==> config.mk <==
export PLATFORM = sky130hd
export DESIGN_NAME = icb_master_wb
export DESIGN_NICKNAME = d
export VERILOG_FILES = /design/src/rtl/icb_master_wb.sv
export SDC_FILE = /design/constraint.sdc
export NUM_CORES = 1
export LEC_CHECK = 0
export ABC_AREA = 1
export CORE_MARGIN = 2
export CORE_UTILIZATION = 36
export CTS_CLUSTER_DIAMETER = 80
export DETAILED_ROUTE_END_ITERATION = 8
export PLACE_DENSITY_LB_ADDON = 0.12
export SYNTH_ARGS = -nofsm -noshare
export SYNTH_HDL_FRONTEND = slang
export SYNTH_SLANG_ARGS = --single-unit
==> constraint.sdc <==
create_clock -name clk -period 3.65 [get_ports clk]
set_input_delay 0.73 -clock clk [delete_from_list [all_inputs] [get_ports clk]]
set_output_delay 0.73 -clock clk [all_outputs]
set_load 0.005 [all_outputs]
==> src/rtl/icb_master_wb.sv <==
// icb_master_wb: ICB write initiator that drains the accelerator's 64-bit
// output SRAM to system memory. Each SRAM word becomes two 32-bit ICB
// writes (low half at dst+8*i, high half at dst+8*i+4). Only one ICB
// transaction is ever outstanding.
module icb_master_wb #(
  parameter int SRAM_AW = 12,
  parameter int LEN_W   = 12
) (
  input  logic               clk,
  input  logic               rst_n,
  input  logic               start,
  input  logic [SRAM_AW-1:0] src_addr,
  input  logic [31:0]        dst_addr,
  input  logic [LEN_W-1:0]   len,
  output logic               busy,
  output logic               done,
  output logic               err,
  output logic               csbn_sram_output,
  output logic [SRAM_AW-1:0] raddr_sram_output,
  input  logic [63:0]        rdata_sram_output,
  output logic               icb_cmd_valid,
  input  logic               icb_cmd_ready,
  output logic               icb_cmd_read,
  output logic [31:0]        icb_cmd_addr,
  output logic [31:0]        icb_cmd_wdata,
  output logic [3:0]         icb_cmd_wmask,
  input  logic               icb_rsp_valid,
  output logic               icb_rsp_ready,
  input  logic [31:0]        icb_rsp_rdata,
  input  logic               icb_rsp_err
);

  typedef enum logic [2:0] {
    S_IDLE,
    S_RD,
    S_LAT,
    S_CMD_LO,
    S_RSP_LO,
    S_CMD_HI,
    S_RSP_HI,
    S_DONE
  } state_t;

  state_t             state_reg;
  logic [SRAM_AW-1:0] src_reg;
  logic [31:0]        dst_reg;
  logic [LEN_W-1:0]   len_reg;
  logic [LEN_W-1:0]   cnt_reg;
  // The low half of each SRAM word goes straight into icb_cmd_wdata when
  // it is captured, so only the high half needs to be buffered.
  logic [31:0]        hi_buf_reg;

  logic [LEN_W-1:0]   cnt_inc;
  logic [31:0]        word_off;
  logic               last_word;
  logic               unused_rsp_rdata;

  assign cnt_inc   = cnt_reg + LEN_W'(1);
  assign word_off  = 32'(cnt_reg) << 3;
  assign last_word = (cnt_reg == len_reg - LEN_W'(1));

  // Write-only initiator: read data on the response channel carries nothing.
  assign unused_rsp_rdata = ^icb_rsp_rdata;

  assign icb_cmd_read  = 1'b0;
  assign icb_cmd_wmask = 4'hF;

  // Transfer sequencer; every output is registered and set on the state transition.
  always_ff @(posedge clk or negedge rst_n) begin
    if (!rst_n) begin
      state_reg         <= S_IDLE;
      src_reg           <= '0;
      dst_reg           <= '0;
      len_reg           <= '0;
      cnt_reg           <= '0;
      hi_buf_reg        <= '0;
      busy              <= 1'b0;
      done              <= 1'b0;
      err               <= 1'b0;
      csbn_sram_output  <= 1'b1;
      raddr_sram_output <= '0;
      icb_cmd_valid     <= 1'b0;
      icb_cmd_addr      <= '0;
      icb_cmd_wdata     <= '0;
      icb_rsp_ready     <= 1'b0;
    end else begin
      case (state_reg)
        S_IDLE: begin
          if (start) begin
            src_reg <= src_addr;
            dst_reg <= dst_addr;
            len_reg <= len;
            cnt_reg <= '0;
            err     <= 1'b0;
            busy    <= 1'b1;
            if (len == '0) begin
              done      <= 1'b1;
              state_reg <= S_DONE;
            end else begin
              csbn_sram_output  <= 1'b0;
              raddr_sram_output <= src_addr;
              state_reg         <= S_RD;
            end
          end
        end

        S_RD: begin
          csbn_sram_output <= 1'b1;
          state_reg        <= S_LAT;
        end

        S_LAT: begin
          hi_buf_reg    <= rdata_sram_output[63:32];
          icb_cmd_valid <= 1'b1;
          icb_cmd_addr  <= dst_reg + word_off;
          icb_cmd_wdata <= rdata_sram_output[31:0];
          state_reg     <= S_CMD_LO;
        end

        S_CMD_LO: begin
          if (icb_cmd_ready) begin
            icb_cmd_valid <= 1'b0;
            icb_rsp_ready <= 1'b1;
            state_reg     <= S_RSP_LO;
          end
        end

        S_RSP_LO: begin
          if (icb_rsp_valid) begin
            icb_rsp_ready <= 1'b0;
            if (icb_rsp_err) begin
              err       <= 1'b1;
              done      <= 1'b1;
              state_reg <= S_DONE;
            end else begin
              icb_cmd_valid <= 1'b1;
              icb_cmd_addr  <= dst_reg + word_off + 32'd4;
              icb_cmd_wdata <= hi_buf_reg;
              state_reg     <= S_CMD_HI;
            end
          end
        end

        S_CMD_HI: begin
          if (icb_cmd_ready) begin
            icb_cmd_valid <= 1'b0;
            icb_rsp_ready <= 1'b1;
            state_reg     <= S_RSP_HI;
          end
        end

        S_RSP_HI: begin
          if (icb_rsp_valid) begin
            icb_rsp_ready <= 1'b0;
            if (icb_rsp_err || last_word) begin
              err       <= err | icb_rsp_err;
              done      <= 1'b1;
              state_reg <= S_DONE;
            end else begin
              cnt_reg           <= cnt_inc;
              csbn_sram_output  <= 1'b0;
              raddr_sram_output <= src_reg + SRAM_AW'(cnt_inc);
              state_reg         <= S_RD;
            end
          end
        end

        S_DONE: begin
          done      <= 1'b0;
          busy      <= 1'b0;
          state_reg <= S_IDLE;
        end

        default: begin
          state_reg <= S_IDLE;
        end
      endcase
    end
  end

endmodule

==> results.py <==
metrics = {
    "setup_path": {
        "r2r_start": "cnt_reg[0]",
        "cpMaxStageDelayCell": "fa_1",
        "path_delay_family": "simple AND/OR/NAND/NOR gates",
        "r2r_slack_ns": 0.69,
        "r2r_cells": 19,
        "cp.arrival_ns": 3.31,
        "worstPathRequired_ns": 4.00,
        "cp.buffers_inverters": 2,
        "end_kind": "flip-flop",
        "path_cells": "ha_1, inv_1, fa_1, inv_2, nand2_1, nand2_1, nand3_1, nand2_1, nand2_1, nor2_2, nand2_1, nor2_4, nand2_2, nor2_1, nand2_1, nor2_2, nand3_1, nand3_1, nand2_1",
        "cp_max_fo": 5,
        "cp_slowest_stage_delay_ns": 0.44,
        "crit_path_start_kind": "flip-flop",
        "critPathKind": "reg -> reg",
        "r2r_end": "icb_cmd_addr[24]",
        "cp_common_cell": "nand2_1",
    },
    "global_routing": {
        "grt_pass1_vias": 9667,
        "grt_start_max_net_pins": 104,
        "track_usage_pct": 19.5,
        "antenna_found_initial": 0,
        "grt_overflow_total": 0,
        "grt_pass1_wl_mm": 51.2,
    },
    "floorplanning": {
        "die_h_um": 181,
        "initial_core_util_pct": 36.8,
        "core_area_um2": 30700,
        "rows": 64,
        "ios": 245,
        "die_area_um2": 32900,
        "die_x_um": 181,
    },
    "pwr": {
        "power_density_nw_per_um2": 772,
        "leakage_nw": 7.14,
        "design_power_total_mw": 11.1,
        "vdd_drop_max_mv": 0.395,
    },
    "clock_tree": {
        "clk_path_buf_depth": 2,
        "clkSinkCount": 185,
        "cts_buffers": 17,
        "clk_pin_slew_ns": 0.08,
        "clock_latency_ns": 0.45,
        "cts_resized": 0,
        "cts_hold_buf": 0,
        "htree_levels": 4,
        "cts_tree": "yes",
        "cts_setup_buffers": 0,
        "cts_root_buf": "clkbuf_16",
    },
    "placement": {
        "routabilityCongestion": 0.869,
        "dp_hpwl_mm": 23.9,
        "portBuffers": 207,
        "dp_slack_ns": 0.665,
    },
    "timing": {
        "layout_min_cycle_time_ns": 2.96,
        "rsz0062_at_grt": "false",
        "tns_ns": 0,
        "setup_violations": 0,
        "timing.final.ws_setup_ns": 0.690,
        "max_freq_ghz": 0.338,
        "fin_crit_sh_pct": 81.1,
        "relSlewSlack_pct": 43.2,
        "drv_slew": 0,
        "finClkSkew_ns": 0.0135,
        "hold_viol_final": 0,
        "worstMarginPinSlew_ns": 0.848,
    },
    "synthesis": {
        "synth_flop_cell": "dfrtp_1",
        "syn_inst": 1579,
        "ys_seq_area_share_pct": 40.9,
        "synth_area_per_cell_um2": 7.17,
        "synth_edf_count": 0,
        "ys_types": 52,
        "ys_warn_count": 0,
        "async_flop_share_pct": 100,
        "ys_ff_latch": 185,
        "syn_area_um2": 11300,
    },
    "detailed_routing": {
        "vias": 10364,
        "routed_wl_mm": 31.1,
        "vias_per_cell": 4.76,
        "firstDrtPassIters": 4,
        "drtIter0Drc": 739,
        "detail-route-antenna-nets": 0,
        "route.detailed.drc": 0,
        "wl_per_cell_um": 14.3,
    },
    "flow_run": {
        "cap_violations": 0,
    },
    "layout": {
        "multi_input_area_um2": 5710,
        "regArea_um2": 4630,
        "nFillCells": 3149,
        "diodes": 0,
        "finalNetCount": 1954,
        "layout-drive-gt1-share_pct": 8.09,
        "syn2layout_area_growth_pct": 26.9,
    },
    "min_path": {
        "hold_path.class": "in -> async",
    },
    "outcome": {
        "status": "finished clean",
    },
}
==> metal layers <==
layer,GRT usage [%],wire length (um),vias up,share of wire (%)
li1,-,-,5380,-
met2,29.2,13400,242,43
met5,0,0,-,0
met4,4.98,363,0,1.2
met3,3.59,1610,21,5.2
met1,28.8,15700,4721,51
==> through the flow <==
step / utilization, % / hold WS, ns / area, um^2 / cells
5_1_grt: 46.7 / 0.216 / 14400 / 2177
4_1_cts: 46.7 / 0.196 / 14400 / 2177
3_3_place_gp: 44.9 / 0.464 / 13800 / 2145
6_report: 46.7 / 0.204 / 14400 / 2177
2_1_floorplan: - / 0.434 / 11300 / 1582
3_5_place_dp: 44.9 / 0.467 / 13800 / 2145
==> cells by family after synthesis <==
| group | count (synthesis) | synth area share [%] |
|---|---|---|
| AOI/OAI and AO/OA | 227 | 10.6 |
| xor gates and xnor gates | 43 | 3.39 |
| adders and majority gates | 28 | 3.23 |
| buffers and inverters | 258 | 8.92 |
| DFF | 185 | 40.9 |
| muxes | 14 | 1.39 |
| other | 2 | 0.0663 |
| and+or+nand+nor | 822 | 31.5 |
==> worst max-delay path by stage <==
stage                                       to  slack [ns]  depth (start not counted)        from
after floorplan               icb_cmd_addr[27]        1.06                         19  cnt_reg[0]
after global placement        icb_cmd_addr[24]        0.72                         19  cnt_reg[0]
after detailed placement      icb_cmd_addr[24]        0.67                         19  cnt_reg[0]
after CTS                     icb_cmd_addr[24]        0.66                         19  cnt_reg[0]
after global routing      raddr_sram_output[9]        0.31                         16  cnt_reg[1]
final                         icb_cmd_addr[24]        0.69                         19  cnt_reg[0]
==> final cells by class <==
class | instances | area share, %
Clock buffer | 18 | 3.06
Clock inverter | 14 | 0.888
Inverter | 207 | 5.41
Multi-Input combinational cell | 1139 | 39.7
Sequential cell | 185 | 32.2
Tap cell | 396 | 3.45
Timing Repair Buffer | 218 | 15.3
==> report_power, final <==
| group | leakage (nW) | internal (mW) | switching (mW) |
|---|---|---|---|
| clock | 0.274 | 0.920 | 0.927 |
| combinational | 4.67 | 2.36 | 3.29 |
| sequential | 2.20 | 3.02 | 0.581 |
==> synth_stat cells (2+ instances only) <==
cell type / n / area share [%]
nor2_8: 2 / 0.35
o21ai_0: 130 / 5.7
and2_1: 2 / 0.11
nor3_1: 9 / 0.40
nor2_2: 20 / 1.1
nand2_2: 20 / 1.1
nand3b_1: 2 / 0.13
ha_1: 26 / 2.9
nand2_4: 2 / 0.20
nand3_1: 102 / 4.5
inv_2: 18 / 0.60
nand3_4: 2 / 0.31
o31ai_1: 4 / 0.27
buf_4: 8 / 0.53
nor4_1: 2 / 0.11
nor2_4: 5 / 0.50
xnor2_1: 9 / 0.70
buf_2: 8 / 0.35
o21ai_1: 7 / 0.31
nor2_1: 143 / 4.7
fa_1: 2 / 0.35
nand3_2: 5 / 0.44
conb_1: 2 / 0.066
a31oi_1: 4 / 0.22
mux2_2: 14 / 1.4
nand2_1: 475 / 16
dfrtp_1: 184 / 41
a21oi_1: 69 / 3.0
o21bai_1: 2 / 0.13
or2_2: 3 / 0.17
clkbuf_2: 2 / 0.088
nand4_1: 26 / 1.4
xor2_1: 33 / 2.6
buf_1: 4 / 0.13
clkbuf_1: 29 / 0.96
inv_1: 188 / 6.2
==> cells in the final DEF (no fill, tap or decap), types with 3 or more instances in the layout <==
cell and count:
buf_4 8, inv_6 5, nor2_2 20, o21ai_0 130, xor2_1 33, xnor2_1 9
buf_12 3, inv_8 3, nand3_1 102, conb_1 5, nand2_1 473, nand2_4 3
clkdlybuf4s50_1 206, mux2_2 14, inv_1 188, nor3_1 9, nor2_1 143, o31ai_1 4
a21oi_1 69, clkinv_4 4, or2_2 3, nor2_4 5, nand2_2 21, clkbuf_16 17
dfrtp_1 184, ha_1 26, o21ai_1 7, inv_2 17, nand4_1 26, a31oi_1 4
nand3_2 5
Power figures use the tool's default switching activity.
